--- config.mk ---
export PLATFORM = sky130hd
export DESIGN_NAME = toggle_sync_rx_multi
export DESIGN_NICKNAME = d
export VERILOG_FILES = /design/src/rtl/toggle_sync_rx_multi.sv
export SDC_FILE = /design/constraint.sdc
export NUM_CORES = 1
export LEC_CHECK = 0
export ABC_AREA = 1
export BUFFER_PORTS_ARGS = -buffer_cell sky130_fd_sc_hd__buf_2
export CELL_PAD_IN_SITES_DETAIL_PLACEMENT = 1
export CELL_PAD_IN_SITES_GLOBAL_PLACEMENT = 1
export CORE_MARGIN = 2
export CORE_UTILIZATION = 44
export DETAILED_ROUTE_END_ITERATION = 6
export MAX_ROUTING_LAYER = met4
export PLACE_DENSITY = 0.88
export SLEW_MARGIN = 0
export SYNTH_ARGS = -nofsm -noshare
export SYNTH_HDL_FRONTEND = slang
export SYNTH_SLANG_ARGS = --single-unit
--- constraint.sdc ---
create_clock -name clk_i -period 3.5 [get_ports clk_i]
set_clock_uncertainty 0.15 [all_clocks]
set_input_delay 0.35 -clock clk_i [delete_from_list [all_inputs] [get_ports clk_i]]
set_output_delay 0.35 -clock clk_i [all_outputs]
set_load 0.03 [all_outputs]
--- src/rtl/toggle_sync_rx_multi.sv ---
// rtl/toggle_sync_rx_multi.sv - multi-channel toggle-to-pulse CDC receiver with pending, overflow and event counters
module toggle_sync_rx_multi #(
  parameter int CHANNELS    = 4,
  parameter int SYNC_STAGES = 2,
  parameter int CNT_W       = 8
) (
  input  logic                      clk_i,
  input  logic                      arst_n_i,
  input  logic [CHANNELS-1:0]       tog_i,
  output logic [CHANNELS-1:0]       pulse_o,
  output logic [CHANNELS-1:0]       pending_o,
  input  logic [CHANNELS-1:0]       clr_i,
  output logic [CHANNELS-1:0]       ovf_o,
  input  logic                      cnt_clr_i,
  output logic [CHANNELS*CNT_W-1:0] cnt_o,
  output logic                      ready_o
);

  localparam int WIN_W = $clog2(SYNC_STAGES + 1) + 1;
  localparam logic [WIN_W-1:0] WIN_LAST = WIN_W'(SYNC_STAGES);
  localparam logic [CNT_W-1:0] CNT_MAX  = '1;

  logic [SYNC_STAGES-1:0] sync_q [CHANNELS];
  logic [CHANNELS-1:0]    prev_q;
  logic [CHANNELS-1:0]    ev;
  logic [WIN_W-1:0]       win_q;
  logic [CNT_W-1:0]       cnt_q [CHANNELS];

  // Events are masked until ready_o, which hides the edge seen when a line is already high at release.
  always_comb begin
    ev = '0;
    for (int c = 0; c < CHANNELS; c++) begin
      ev[c] = ready_o & (sync_q[c][SYNC_STAGES-1] ^ prev_q[c]);
    end
  end

  always_ff @(posedge clk_i or negedge arst_n_i) begin
    if (!arst_n_i) begin
      win_q   <= '0;
      ready_o <= 1'b0;
    end else if (!ready_o) begin
      win_q <= win_q + WIN_W'(1);
      if (win_q == WIN_LAST) begin
        ready_o <= 1'b1;
      end
    end
  end

  always_ff @(posedge clk_i or negedge arst_n_i) begin
    if (!arst_n_i) begin
      prev_q    <= '0;
      pulse_o   <= '0;
      pending_o <= '0;
      ovf_o     <= '0;
      for (int c = 0; c < CHANNELS; c++) begin
        sync_q[c] <= '0;
        cnt_q[c]  <= '0;
      end
    end else begin
      pulse_o   <= ev;
      pending_o <= ev | (pending_o & ~clr_i);
      ovf_o     <= (ev & pending_o & ~clr_i) | (ovf_o & ~clr_i);
      for (int c = 0; c < CHANNELS; c++) begin
        sync_q[c] <= {sync_q[c][SYNC_STAGES-2:0], tog_i[c]};
        prev_q[c] <= sync_q[c][SYNC_STAGES-1];
        if (cnt_clr_i) begin
          cnt_q[c] <= ev[c] ? CNT_W'(1) : '0;
        end else if (ev[c] && (cnt_q[c] != CNT_MAX)) begin
          cnt_q[c] <= cnt_q[c] + CNT_W'(1);
        end
      end
    end
  end

  for (genvar g = 0; g < CHANNELS; g++) begin : g_cnt
    assign cnt_o[g*CNT_W +: CNT_W] = cnt_q[g];
  end

endmodule

==> summary.txt, run 1 <==
Outcome
  – Status: finished clean

Route
  – Pre-Repair DR Iteration Count: 4
  – Drt total wl: 7.64 mm
  – DRC violations left: 0
  – Met3 wire len: a little under 300 um
  – Detail Route Antenna Nets: 0
  – Met2 WL: 3.79 mm
  – Wire per inst: 14.9 um
  – Highest metal used: met4
  – Via density: 5.20
  – Initial detailed-routing violation count: approximately 110
  – Vias: 2671
  – Post-route met1 wirelength: 3.37 mm

Logic synthesis
  – Synth Cell Area: between 2000 and 3000 um^2
  – Mean Syn Cell Area: 8.11 um^2
  – Yosys cell types: 25
  – Share of the synthesized area in the top cell type: 0.504
  – FF+latch count, synth: 60
  – Yosys top cell by area: dfrtp_1
  – Cells after Synth: between 300 and 400
  – Register area share after synthesis: 0.504
  – Syn Nets: 384
  – Largest cells by area after synthesis: dfrtp_1 50%, nand2_1 12%, nand3_1 8.4%
  – Yosys synthesis warning count: 0

CTS
  – Clk buf depth: 2
  – Num CTS Buffers: 9
  – Setup Fix Bufs, Post-CTS: 0
  – H-Tree Depth: 3
  – Worst-path clk slew: 0.07 ns
  – Clock sinks: 60
  – Later-pin clock latency in the skew report: 0.34 ns
  – TritonCTS clock tree: done
  – Clock Tree Root: clkbuf_8

STA
  – Hold Violations, Final: 0
  – RSZ-0062 raised after global routing: no
  – Max-slew headroom: 0.495
  – Setup TNS: 0 ns
  – Crit path time final: 1.77 ns
  – Final setup vio count: 0
  – Fin crit share: 0.506
  – Final slew viol count: 0
  – Fmax: 0.565 GHz
  – Worst slew pin tran: 0.756 ns

Cells and area
  – Antenna cell count: 0
  – Commonest non-fill, non-tap cell in the layout: nand2_1
  – Fraction of layout cells with a size suffix above 1: 0.204
  – Layout area overhead: 20.5%
  – Layout Nets: between 400 and 500
  – Post-layout instance area: 3590 um^2
  – Most frequent cells in the layout: 94 x nand2_1, 60 x dfrtp_1, 55 x buf_2, 50 x nand3_1, 44 x inv_1
  – Post-layout util: 0.555

Power and ir drop
  – Maximum vdd drop: 225 uV
  – Power consumption: around 1.7 mW
  – Pwr Density: ~470 nW/um^2
  – Leakage: 1.95 nW

Global routing
  – Vias in the first global route: 2794
  – Initial antenna violation count: 0
  – Total GRT Usage: 0.232
  – Pin count of the biggest net entering global routing: between 40 and 50
  – Remaining Overflow, GRT: 0
  – First-pass GRT wire length: 13.3 mm

Floorplanning
  – Num rows: 29
  – Die height: 86.3 um
  – Num ports: 56
  – DIE AREA: 7440 um^2
  – CORE AREA: 6460 um^2
  – Initial Util: 0.461
  – Die X: 86.3 um

Critical path
  – Crit-path max FO: 12
  – Kind of critical path: reg2reg
  – Startpoint types: flop
  – CP Capture Type: flop
  – Crit path arrival time: about 1.9 ns
  – WP data required: 3.58 ns

Run
  – Total of max-cap violations: 0

Placement
  – Port buffer count: 55
  – Hpwl dp: roughly 5.2 mm
  – Gp weighted congestion: slightly above 0.8
  – Placed cell areas: 3290 um^2

Hold path
  – Class of the worst hold path: in2reg
area by class of cell:
cell class	instances	area [um^2]
Timing Repair Buffer	63	353
Sequential cell	60	1500
Clock buffer	9	124
Inverter	45	169
Fill cell	840	2870
Multi-Input combinational cell	253	1240
Clock inverter	7	98.8
Tap cell	77	96.3
synth_stat cells, drive strengths merged:
master and n:
nand2 104, dfrtp 60, nand3 51, inv 45, nor2 45, o21ai 20, buf 8, a21oi 7
ha 6, o21bai 5, xor2 5, nor3 4, o22ai 3, a21o 1, clkbuf 1, nand4 1
xnor2 1
sequential cells by signal, summed over array words and instances, names as in the netlist:
signal,flops
cnt_o,32
sync_q,8
prev_q,4
ovf_o,4
win_q,3
pending_o,4
pulse_o,4
ready_o,1
final timing paths:
kind,from,endpoint,slack [ns],cells after the start
worst max-delay path,cnt_o[16],cnt_o[19],1.73,8
worst min-delay path,clr_i[2],ovf_o[2],0.02,2
worst min register to register,sync_q[4],sync_q[5],0.20,0
worst max register to register,cnt_o[16],cnt_o[19],1.73,8
min in group asynchronous,arst_n_i,ovf_o[2],0.35,2
max in group asynchronous,arst_n_i,cnt_o[12],1.96,3
where the power goes:
group | switching (mW) | internal [mW] | total [mW]
sequential | 0.0380 | 0.730 | 0.768
combinational | 0.165 | 0.0664 | 0.231
clock | 0.298 | 0.404 | 0.702
logic make-up after synthesis:
kind of cell	share of synthesized area
buffers and inverters	0.0773
DFF	0.504
adders and majority gates	0.0252
and+or+nand+nor	0.309
xor gates and xnor gates	0.0177
AOI/OAI and AO/OA	0.0668
worst max-delay path: stages (launching register included):
cell and delay, ns:
dfrtp_1 0.42, ha_1 0.20, nand2_1 0.12, inv_1 0.13
nand3_1 0.10, nand2_2 0.21, nand2_1 0.15, nand2_1 0.12
nand2_1 0.06
routing by layer:
metal	GRT usage	vias to the layer above
met3	0.0324	17
met5	-	-
met2	0.390	57
met1	0.281	1301
met4	0.101	0
li1	-	1296
through the flow:
step | instances | hold slack [ns] | setup slack (ns)
after floorplan | 367 | -0.0956 | 1.86
after global placement | 491 | 0.184 | 1.70
after detailed placement | 491 | 0.186 | 1.61
after CTS | 514 | 0.00246 | 1.72
after global routing | 514 | 0.0344 | 1.61
final | 514 | 0.0166 | 1.73
timing repair:
action / CTS / global route
hold buffers: 7 / 0
endpoints found under the hold margin: 27 / 0
resized for setup: 0 / 0
setup endpoints to repair: 0 / 0
Note: power is estimated with default switching activity, not from simulation.
==> run 2: changes to the inputs <==
- CORE_UTILIZATION: 44 -> 37
- PLACE_DENSITY: 0.88 -> 0.79
- clock period: 3.5 -> 1.5 ns (I/O delays scaled with it)
==> run 2 against run 1 <==
Compared with the run above:
- sequential power rose by 130%
- core utilization fell by 3.6 points
- total power rose by 130%
- clock power rose by 92%
- first-iteration DRC count fell by 36%
- cell area rose by 12%
- critical path depth did not move
- global-route usage fell by 2.7 points
- maximum frequency rose by 21%
- critical endpoint is now cnt_o[17]
==> summary.txt, run 2 (same netlist as run 1, synthesis figures left out) <==
STA
  – Fmax: around 0.68 GHz
  – Final setup vio count: 0
  – Hold Violations, Final: 0
  – Worst slew pin tran: 0.328 ns
  – Final slew viol count: 0
  – Worst setup margin: 0.0386 ns
  – RSZ-0062 raised after global routing: yes
  – Crit path time final: approximately 1.5 ns
  – Setup TNS: 0 ns
  – Max-slew headroom: 0.781
  – Fin crit share: 0.974

Critical path
  – Kind of critical path: reg2reg
  – Crit path arrival time: 1.55 ns
  – Crit path cell chain: ha_2 -> nand2_2 -> inv_2 -> nand3_2 -> nand2_4 -> buf_4 -> nand3_1 -> o21ai_1
  – Crit-path max FO: 8
  – CP Capture Type: flop
  – Startpoint types: flop
  – WP data required: 1.59 ns
  – Slowest cell on the critical path: dfrtp_2
  – Max stage delay on crit path: 0.41 ns

Route
  – DRC violations left: 0
  – Pre-Repair DR Iteration Count: 4
  – Initial detailed-routing violation count: 72
  – Detail Route Antenna Nets: 0
  – Wire per inst: 14.6 um
  – Via density: 4.89
  – Drt total wl: around 8.5 mm
  – Vias: between 2000 and 3000

Hold path
  – Class of the worst hold path: in2reg

Power and ir drop
  – Leakage: 2.13 nW
  – Pwr Density: 949 nW/um^2
  – Reg power frac: 0.464
  – Switching component of the power: 1.22 mW
  – Maximum vdd drop: 483 uV
  – Clock power share: 0.351
  – P_int: 2.60 mW
  – Sw frac: 0.320
  – Power consumption: roughly 3.8 mW
  – Logic pwr share: 0.184

Floorplanning
  – Die height: ~94 um
  – Initial Util: 0.383
  – DIE AREA: 8780 um^2
  – Num rows: 32
  – CORE AREA: about 8000 um^2
  – Die X: 93.7 um
  – Num ports: 56

CTS
  – H-Tree Depth: 3
  – Num CTS Buffers: 9
  – Clock Tree Root: clkbuf_8
  – Clk buf depth: 2
  – Worst-path clk slew: 0.07 ns
  – Later-pin clock latency in the skew report: 0.35 ns
  – Clock sinks: 60
  – TritonCTS clock tree: done

Placement
  – Port buffer count: 55
  – Gp weighted congestion: 0.814
  – Worst slack, placed: -0.0497 ns
  – Hpwl dp: 5.66 mm
  – Placed cell areas: 3630 um^2

Global routing
  – Vias in the first global route: slightly below 3000
  – First-pass GRT wire length: 13.7 mm
  – Remaining Overflow, GRT: 0
  – Pin count of the biggest net entering global routing: 61
  – Initial antenna violation count: 0
  – Total GRT Usage: 0.205

Run
  – Total of max-cap violations: 0

Cells and area
  – Post-layout util: 0.519
  – Fillers: 974
  – Largest register FFs: 32
  – Fraction of layout cells with a size suffix above 1: 0.340
  – Antenna cell count: 0
  – Layout area overhead: 35.6%
  – Post-layout instance area: 4040 um^2
  – Layout Nets: 492
  – Commonest non-fill, non-tap cell in the layout: nand2_1
  – Most frequent cells in the layout: 86 x nand2_1, 55 x buf_2, 50 x dfrtp_1, 46 x nand3_1, 40 x inv_1

Outcome
  – Status: finished clean
## run 2: cell count changes in the layout (fill, tap and decap cells not counted), sizes merged
cell         before  now
clkinvlp          1    2
bufinv            2    0
dlygate4sd3       7    9
buf              56   94
clkbuf            9   10
nand2           104  107
## run 2: critical path, delay by kind of cell, from the launching register on
family                     cells  cell delay (ns)
and+or+nand+nor                4             0.30
AOI/OAI and AO/OA              1             0.07
DFF                            1             0.41
buffers and inverters          2             0.20
adders and majority gates      1             0.21
## run 2: through the flow
| stage | instances | hold WS (ns) |
|---|---|---|
| after global routing | 582 | 0.144 |
| after detailed placement | 548 | 0.0376 |
| after CTS | 573 | 0.115 |
| final | 582 | 0.121 |
| after floorplan | 367 | -0.296 |
| after global placement | 548 | 0.0368 |
## run 2: repair_timing
item	in CTS	in global routing
setup endpoints to repair	11	24
setup buffers	0	6
hold endpoints to repair	72	0
hold buffers	9	0
resized for setup	3	22
cloned	0	3
pin swaps	0	7
## run 2: final timing paths
check | startpoint | end | slack, ns | cells past startpoint
setup reg to reg | cnt_o[17] | cnt_o[17] | 0.04 | 8
max in group asynchronous | arst_n_i | cnt_o[1] | 0.72 | 3
min in group asynchronous | arst_n_i | ovf_o[2] | 0.18 | 3
hold reg to reg | sync_q[6] | sync_q[7] | 0.21 | 0
setup / recovery | cnt_o[17] | cnt_o[17] | 0.04 | 8
hold / removal | cnt_clr_i | cnt_o[31] | 0.12 | 5
## run 2: layout make-up
type                    instances  area (um^2)  area share
clock inverters                 6         38.8     0.00961
repair buffers                103          687       0.170
multi-input cells             256         1360       0.337
clock buffers                  10          138      0.0341
flip-flops and latches         60         1510       0.375
inverters                      45          171      0.0425
well taps                     102          128      0.0316
## run 2: layer usage
metal | global-route usage | vias up | part of all wire
li1 | - | 1386 | -
met1 | 0.236 | 1394 | 0.43
met2 | 0.351 | 55 | 0.52
met3 | 0.0313 | 11 | 0.027
met4 | 0.0990 | 0 | 0.018
met5 | - | - | 0
## run 2: power groups by stage
stage	Clock, mW	Sequential [mW]	Combinational, mW
after detailed placement	0	1.81	0.649
after floorplan	0	1.96	0.221
after global placement	0	1.80	0.632
final	1.35	1.78	0.706
after CTS	1.38	1.78	0.677
after global routing	1.46	1.79	0.776
==> run 3: changes to the inputs <==
- SETUP_SLACK_MARGIN: unset -> 0.4
==> run 3 against run 2 <==
Compared with the run above:
- the flow now finishes with violations (negative setup slack)
- largest cell class is now multi-input combinational cells
- clock power grew 12%
- combinational power rose by 87%
- register-to-register slack got worse by 0.23 ns
==> summary.txt, run 3 (same netlist as run 1, synthesis figures left out) <==
Global routing
  – GRT met2 Usage: 0.546
  – Vias in the first global route: 3735
  – Met3 Use GR: 0.0650
  – Pin count of the biggest net entering global routing: 27
  – M1 GR Usage: 0.356
  – Initial antenna violation count: 0
  – Total GRT Usage: 0.319
  – Remaining Overflow, GRT: 0
  – First-pass GRT wire length: 20.3 mm
  – Most Crowded Layer GR: met2

Power and ir drop
  – Power consumption: 4.67 mW
  – Logic pwr share: 0.284
  – Leakage: 2.70 nW
  – Clock power share: 0.322
  – Pwr Density: 815 nW/um^2
  – Reg power frac: 0.394
  – Switching component of the power: 1.75 mW
  – P_int: 2.92 mW
  – Sw frac: 0.375
  – Maximum vdd drop: 834 uV

Cells and area
  – Fraction of layout cells with a size suffix above 1: 0.647
  – Layout Nets: 558
  – Post-layout instance area: 5730 um^2
  – Largest register FFs: 32
  – Fin cells: 648
  – Most frequent cells in the layout: 90 x buf_6, 53 x buf_4, 52 x nand2_1, 35 x inv_1, 34 x dfrtp_1
  – Antenna cell count: 0
  – Layout area overhead: 92.3%
  – Commonest non-fill, non-tap cell in the layout: buf_6

Critical path
  – CP Capture Type: flop
  – Crit-path max FO: 3
  – Kind of critical path: reg2reg
  – Crit path arrival time: 1.86 ns
  – WP data required: 1.67 ns
  – Startpoint types: flop

CTS
  – Clk buf depth: 2
  – Worst-path clk slew: approximately 0.1 ns
  – TritonCTS clock tree: done
  – Clock Tree Root: clkbuf_8
  – Clock sinks: 60
  – H-Tree Depth: 3
  – Num CTS Buffers: 9
  – Later-pin clock latency in the skew report: around 0.4 ns

Floorplanning
  – Die X: about 94 um
  – Die height: around 94 um
  – Initial Util: 0.383
  – CORE AREA: 7770 um^2
  – Num ports: between 50 and 60
  – Num rows: 32
  – DIE AREA: 8780 um^2

STA
  – Crit path time final: 1.69 ns
  – Hold WS: 0.0734 ns
  – Fin crit share: 1.12
  – Max-slew headroom: 0.708
  – Hold Violations, Final: 0
  – Setup TNS: -1.61 ns
  – Fmax: 0.593 GHz
  – RSZ-0062 raised after global routing: yes
  – Final slew viol count: 0
  – Final setup vio count: 34
  – Worst slew pin tran: 0.438 ns
  – Worst setup margin: -0.186 ns

Route
  – Initial detailed-routing violation count: 235
  – Wire per inst: 27.4 um
  – Drt total wl: around 18 mm
  – DRC violations left: 0
  – Vias: 3671
  – Pre-Repair DR Iteration Count: 4
  – Via density: 5.67
  – Detail Route Antenna Nets: 0

Run
  – Total of max-cap violations: 0

Placement
  – Port buffer count: 55
  – Gp weighted congestion: 0.818
  – Hpwl dp: 5.92 mm
  – Cell count after placement: 544
  – Placed cell areas: 3820 um^2

Outcome
  – Failing checks: negative setup slack
  – Status: finished, violations left

Hold path
  – Class of the worst hold path: in2async
[run 3: cell types whose count changed in the layout (fill, tap and decap cells not counted), sizes merged]
cell / before / now
buf: 94 / 161
clkinv: 3 / 1
clkinvlp: 2 / 3
inv: 46 / 47
nand2: 107 / 106
[run 3: power groups by stage]
stage | clock network (mW) | registers, mW | logic [mW]
floorplan | 0 | 1.98 | 0.254
global placement | 0 | 1.82 | 0.672
detailed placement | 0 | 1.83 | 0.692
CTS | 1.38 | 1.81 | 1.00
global route | 1.54 | 1.84 | 1.37
finish | 1.51 | 1.84 | 1.32
[run 3: worst max-delay path, cell delays in order, from the launching register on]
cell and delay [ns]:
dfrtp_2 0.42, buf_4 0.15, nand3_1 0.16, nor2_2 0.23, nor2_1 0.09, nand2_1 0.12, nand2_1 0.17, nor2_2 0.14
[run 3: stage by stage]
| step | util | setup slack, ns |
|---|---|---|
| floorplan | - | 0.0679 |
| global route | 0.737 | -0.240 |
| CTS | 0.655 | 0.0762 |
| global placement | 0.492 | 0.0480 |
| detailed placement | 0.492 | -0.0303 |
| finish | 0.737 | -0.186 |
[run 3: worst paths after layout]
kind | end | from | cells past startpoint | slack (ns)
worst min-delay path | cnt_o[12] | arst_n_i | 2 | 0.07
worst max-delay path | cnt_o[7] | cnt_o[5] | 7 | -0.19
worst min register to register | sync_q[5] | sync_q[4] | 0 | 0.22
min in group clk_i | cnt_o[10] | cnt_clr_i | 5 | 0.16
worst max register to register | cnt_o[7] | cnt_o[5] | 7 | -0.19
max in group asynchronous | cnt_o[6] | arst_n_i | 3 | 0.58
[run 3: final cells by class]
cell class | count | area, um^2
fill | 772 | 2040
inverter | 45 | 186
tap | 102 | 128
clock inverter | 6 | 48.8
sequential | 60 | 1530
multi-input combinational | 255 | 1990
timing repair buffer | 170 | 1710
clock buffer | 10 | 128
[run 3: per-layer routing]
metal | wire (um) | vias to the layer above
li1 | - | 1522
met1 | 6590 | 1859
met2 | 9110 | 205
met3 | 1020 | 85
met4 | 1010 | 0
met5 | 0 | -
[run 3: what timing repair did]
action                                  4_1_cts  5_1_grt
cloned                                        2        0
endpoints found under the setup margin       86       92
hold buffers                                  9        0
pin swaps                                    24       38
gates resized for setup                     165      123
buffers inserted                             54       23
endpoints found under the hold margin        72        0
